[config.mk]
export PLATFORM = sky130hd
export DESIGN_NAME = pe_last_row_softmax
export DESIGN_NICKNAME = d
export VERILOG_FILES = /design/src/rtl/pe_last_row_softmax.sv
export SDC_FILE = /design/constraint.sdc
export NUM_CORES = 1
export LEC_CHECK = 0
export CAP_MARGIN = 20
export CELL_PAD_IN_SITES_DETAIL_PLACEMENT = 2
export CELL_PAD_IN_SITES_GLOBAL_PLACEMENT = 2
export CORE_UTILIZATION = 39
export CTS_BUF_LIST = sky130_fd_sc_hd__clkbuf_8 sky130_fd_sc_hd__clkbuf_16
export CTS_CLUSTER_DIAMETER = 150
export DETAILED_ROUTE_END_ITERATION = 16
export PLACE_DENSITY = 0.83
export RECOVER_POWER = 100
export REMOVE_ABC_BUFFERS = 1
export SLEW_MARGIN = 0
export SYNTH_ARGS = -nofsm -noshare
export SYNTH_HDL_FRONTEND = slang
export SYNTH_SLANG_ARGS = --single-unit
export TNS_END_PERCENT = 5
[constraint.sdc]
create_clock -name clk -period 5.3 [get_ports clk]
set_input_delay 1.06 -clock clk [delete_from_list [all_inputs] [get_ports clk]]
set_output_delay 1.06 -clock clk [all_outputs]
set_load 0.005 [all_outputs]
[src/rtl/pe_last_row_softmax.sv]
// Last-row systolic PE for softmax: buffers one row while tracking its max, publishes
// the max on the shared vertical bus via req/gnt, then drains (x - max) per element.
module pe_last_row_softmax #(
  parameter int unsigned BITWIDTH = 16,
  parameter int unsigned LANES    = 2,
  parameter int unsigned ROW_LEN  = 16,
  parameter bit          SATURATE = 1'b1
) (
  input  logic                      clk,
  input  logic                      reset,
  input  logic                      in_valid,
  output logic                      in_ready,
  input  logic [LANES*BITWIDTH-1:0] in_data,
  output logic                      bus_req,
  input  logic                      bus_gnt,
  output logic [BITWIDTH-1:0]       vertical_bus,
  output logic                      vbus_valid,
  output logic                      out_valid,
  input  logic                      out_ready,
  output logic [LANES*BITWIDTH-1:0] out_data,
  output logic                      out_last
);

  localparam int unsigned BEATS = ROW_LEN / LANES;
  localparam int unsigned CW    = (BEATS > 1) ? $clog2(BEATS) : 1;
  localparam int unsigned DW    = LANES * BITWIDTH;
  localparam logic [CW-1:0]       LAST_BEAT = CW'(BEATS - 1);
  localparam logic [BITWIDTH-1:0] MIN_VAL   = {1'b1, {(BITWIDTH-1){1'b0}}};

  typedef enum logic [1:0] {
    COLLECT = 2'd0,
    PUBLISH = 2'd1,
    DRAIN   = 2'd2
  } state_t;

  state_t                     state, state_nx;
  logic [CW-1:0]              wr_cnt, rd_cnt;
  logic signed [BITWIDTH-1:0] max_reg, beat_max;
  logic [DW-1:0]              row_buf [BEATS];
  logic [DW-1:0]              rd_word;
  logic [BITWIDTH:0]          diff;
  logic                       in_fire, out_fire;

  assign in_fire  = in_valid && in_ready;
  assign out_fire = out_valid && out_ready;

  // State register
  always_ff @(posedge clk) begin
    if (reset) state <= COLLECT;
    else       state <= state_nx;
  end

  // Next state and control outputs
  always_comb begin
    state_nx     = state;
    in_ready     = 1'b0;
    bus_req      = 1'b0;
    vertical_bus = '0;
    vbus_valid   = 1'b0;
    out_valid    = 1'b0;
    out_last     = 1'b0;
    case (state)
      COLLECT: begin
        in_ready = 1'b1;
        if (in_valid && (wr_cnt == LAST_BEAT)) state_nx = PUBLISH;
      end
      PUBLISH: begin
        bus_req = 1'b1;
        if (bus_gnt) begin
          vertical_bus = max_reg;
          vbus_valid   = 1'b1;
          state_nx     = DRAIN;
        end
      end
      DRAIN: begin
        out_valid = 1'b1;
        out_last  = (rd_cnt == LAST_BEAT);
        if (out_ready && (rd_cnt == LAST_BEAT)) state_nx = COLLECT;
      end
      default: state_nx = COLLECT;
    endcase
  end

  // Running max over all lanes of the current beat
  always_comb begin
    beat_max = max_reg;
    for (int i = 0; i < int'(LANES); i++) begin
      if ($signed(in_data[i*BITWIDTH +: BITWIDTH]) > beat_max)
        beat_max = in_data[i*BITWIDTH +: BITWIDTH];
    end
  end

  // Counters and row max
  always_ff @(posedge clk) begin
    if (reset) begin
      wr_cnt  <= '0;
      rd_cnt  <= '0;
      max_reg <= MIN_VAL;
    end else begin
      if (in_fire) begin
        max_reg <= beat_max;
        wr_cnt  <= (wr_cnt == LAST_BEAT) ? '0 : wr_cnt + 1'b1;
      end
      if (out_fire) begin
        if (rd_cnt == LAST_BEAT) begin
          rd_cnt  <= '0;
          max_reg <= MIN_VAL;
        end else begin
          rd_cnt <= rd_cnt + 1'b1;
        end
      end
    end
  end

  // Row buffer has no reset; contents are only read after a full row is written
  always_ff @(posedge clk) begin
    if (in_fire) row_buf[wr_cnt] <= in_data;
  end

  // x - max at one extra bit; a sign/overflow disagreement means the result fell below MIN_VAL
  always_comb begin
    rd_word  = row_buf[rd_cnt];
    out_data = '0;
    diff     = '0;
    for (int i = 0; i < int'(LANES); i++) begin
      diff = {rd_word[i*BITWIDTH + BITWIDTH - 1], rd_word[i*BITWIDTH +: BITWIDTH]}
           - {max_reg[BITWIDTH-1], max_reg};
      if (SATURATE && (diff[BITWIDTH] != diff[BITWIDTH-1]))
        out_data[i*BITWIDTH +: BITWIDTH] = MIN_VAL;
      else
        out_data[i*BITWIDTH +: BITWIDTH] = diff[BITWIDTH-1:0];
    end
  end

endmodule
==> results.sh <==
export IMPL_finalCritPeriodShare=1.137
export IMPL_rrSetupSlack_ps=-20
export IMPL_synth_edf_count=256
export IMPL_violations="capacitance limit, slew limit, setup timing"
export IMPL_drive_gt1_frac=0.3265
export IMPL_synth_async_reset_ratio=0
export IMPL_wl_met1_mm=18.99
export IMPL_yosysWarnings=0
export IMPL_die_height_um=186.9
export IMPL_dr_wl_met2_mm=25.14
export IMPL_grt_pass1_vias=10538
export IMPL_ys_flop_type="edfxtp_1"
export IMPL_firstDrtPassIters=5
export IMPL_fp_dieW_um=186.9
export IMPL_fp_dieArea_mm2=0.03493
export IMPL_cap_violations=8
export IMPL_cts_root_buf="clkbuf_16"
export IMPL_fin_cells=1567
export IMPL_fmax_mhz=166.0
export IMPL_endpoint="out_data[17]"
export IMPL_synth_top_area_frac=0.5766
export IMPL_grt_use_total=0.2811
export IMPL_holdPathStages=1
export IMPL_grt_max_degree=33
export IMPL_finClkSkew_ps=18.10
export IMPL_initial_core_util=0.3966
export IMPL_avgSynthCellArea_um2=15.56
export IMPL_syn_inst=857
export IMPL_slew_violations=198
export IMPL_fp_row_count=67
export IMPL_antenna_found_initial=0
export IMPL_core_mm2=0.03362
export IMPL_post_place_cells=1489
export IMPL_p_per_area_mw_per_mm2=394.9
export IMPL_setup_viol=46
export IMPL_htree_levels=1
export IMPL_grt_overflow=0
export IMPL_num_vias=9337
export IMPL_p_leak_nw=6.091
export IMPL_port_buffers=89
export IMPL_critPathRequiredTime_ps=4240
export IMPL_arrival_ps=4970
export IMPL_vias_per_cell=5.959
export IMPL_route_met3_wl_mm=2.886
export IMPL_cts_sinks=283
export IMPL_largest_reg_flops=256
export IMPL_insertion_delay_ps=590
export IMPL_path_clk_slew_ps=80
export IMPL_reg2reg_depth=18
export IMPL_ys_types=57
export IMPL_seq_area_frac_synth=0.6171
export IMPL_end_kind="output pin"
export IMPL_status="complete, but fails checks"
export IMPL_reg2reg_to="max_reg[10]"
export IMPL_nets=1203
export IMPL_antenna_left=0
export IMPL_wl_per_cell_um=31.35
export IMPL_critPathMaxFanout=8
export IMPL_min_period_ps=6026
export IMPL_io_pins=90
export IMPL_syn_to_final_growth_pct=28.11
export IMPL_top_layer="met4"
export IMPL_ys_seq_elements=283
export IMPL_cp_start_kind="register"
export IMPL_yosys_top_cells_area="edfxtp_1 (58%), mux4_2 (11%), ha_1 (6.6%)"
export IMPL_place_congestion=0.8201
export IMPL_r2r_start="max_reg[1]"
export IMPL_synth_area_mm2=0.01333
export IMPL_grt_pass1_wl_mm=71.79
export IMPL_ir_drop_v=0.0003568
export IMPL_wirelength_mm=49.12
export IMPL_path_class="register to output pin"
export IMPL_setup_ws_ps=-725.7
export IMPL_hold_viol_final=0
export IMPL_drc_errors=0
export IMPL_cts_tree="done"
export IMPL_post_route_util=0.5081
export IMPL_synth_area_leader_cell="edfxtp_1"
export IMPL_clockBufferDepth=3
export IMPL_tns_ps=-17390
export IMPL_tightest_slew_ps=2634
export IMPL_rsz0062_at_grt="yes"
export IMPL_finalPower_mw=6.745
export IMPL_ctsHoldBuffers=0
export IMPL_relSlewSlack=-0.7559
export IMPL_hpwl_mm=30.70
export IMPL_hold_class="register to register"
export IMPL_drt_iter0_drc=724
export IMPL_cts_made_buffers=30
-- worst max-delay path, stage by stage (launching register included) --
cell and delay, ps:
dfxtp_4 390, buf_12 110, buf_12 130, mux4_2 520
mux2i_2 190, ha_2 240, buf_6 100, inv_2 30
fa_2 360, a211o_1 320, a21oi_2 260, o21ai_2 140
a22o_4 260, o41ai_4 280, o221ai_2 180, ha_4 330
buf_6 150, buf_6 120, nor2b_4 120, buf_6 110
-- power breakdown --
group	internal, mW	switching (mW)
Sequential	2.50	0.0469
Clock	1.21	0.934
Combinational	0.941	1.11
Total	4.65	2.09
-- per-stage QoR --
stage | worst slack, ps | hold slack, ps | instance area [µm²]
2_1_floorplan | -1877 | 434.9 | 13180
3_3_place_gp | -453.1 | 452.9 | 15790
3_5_place_dp | -668.2 | 470.3 | 15790
4_1_cts | -666.7 | 481.9 | 17020
5_1_grt | -811.3 | 505.6 | 17080
6_report | -725.7 | 481.7 | 17080
-- cell families (layout without fill, tap and decap cells) --
| group | after synthesis | count (layout) | synth area share |
|---|---|---|---|
| AOI/OAI and AO/OA | 107 | 107 | 0.05800 |
| xor gates and xnor gates | 23 | 23 | 0.01511 |
| adders and majority gates | 72 | 72 | 0.06869 |
| buffers and inverters | 61 | 322 | 0.01849 |
| DFF | 283 | 283 | 0.6171 |
| muxes | 114 | 114 | 0.1488 |
| other | 0 | 1 | 0 |
| and+or+nand+nor | 197 | 197 | 0.07376 |
-- cell usage in the layout, fill, tap and decap left out, drive strengths merged, types with 14 or more instances in the layout --
cell type	count
ha	70
o21ai	17
nand2	44
o221ai	16
mux2i	19
mux2	31
nor2	54
nand4	21
buf	152
edfxtp	256
clkbuf	68
nor3	14
dlygate4sd3	51
and3	23
inv	32
a21oi	29
mux4	64
dfxtp	27
-- area by class of cell --
cell class                 instances  area [µm²]
clock inverter                    21       158.9
tap                              448       560.5
clock buffer                      35       830.8
inverter                          26       97.59
antenna                            1       2.502
fill                            3095       16540
multi-input combinational        513        5209
sequential                       283        8233
timing repair buffer             240        1988
-- how the worst min path moves through the flow --
| stage | slack, ps | endpoint | start |
|---|---|---|---|
| floorplan | 430 | state[0] | state[1] |
| global placement | 450 | state[0] | state[1] |
| detailed placement | 470 | state[0] | state[1] |
| CTS | 480 | state[0] | state[1] |
| global route | 510 | state[0] | state[1] |
| finish | 480 | state[0] | state[1] |
-- metal layers --
| metal | up-vias | track usage |
|---|---|---|
| met1 | 4875 | 0.3391 |
| li1 | 3903 | - |
| met4 | 0 | 0.1236 |
| met5 | - | 0 |
| met2 | 411 | 0.4968 |
| met3 | 148 | 0.04447 |
-- repair_timing --
action	CTS	global route
setup endpoints to repair	32	48
setup buffers	16	8
pin swaps	29	31
resized for setup	163	58
cloned	1	0
-- synth_stat cells (2+ instances only) --
master    instances
o211ai_1          8
nand2_1          44
ha_1             70
and4_1            4
and3_1           23
a31oi_1           3
o21ai_0          16
nand3_1           9
nor2b_1          11
nor2_1           54
nor3_1           14
mux2_2           31
a211oi_1          6
dfxtp_1          27
o41ai_2           2
inv_1            26
buf_1             3
xnor2_1          10
a21oi_1          29
buf_2             8
a211o_1           2
edfxtp_1        256
fa_1              2
nor4b_1           2
or3_1             3
nand2b_1          3
clkbuf_1         23
nor3b_1           2
a21o_1            6
and2_1            3
xor2_1           13
mux4_2           64
mux2i_1          18
o31a_1            2
o21a_1            4
o221ai_1         15
nand4_1          21
No activity file was read; power rests on OpenSTA's default activity.
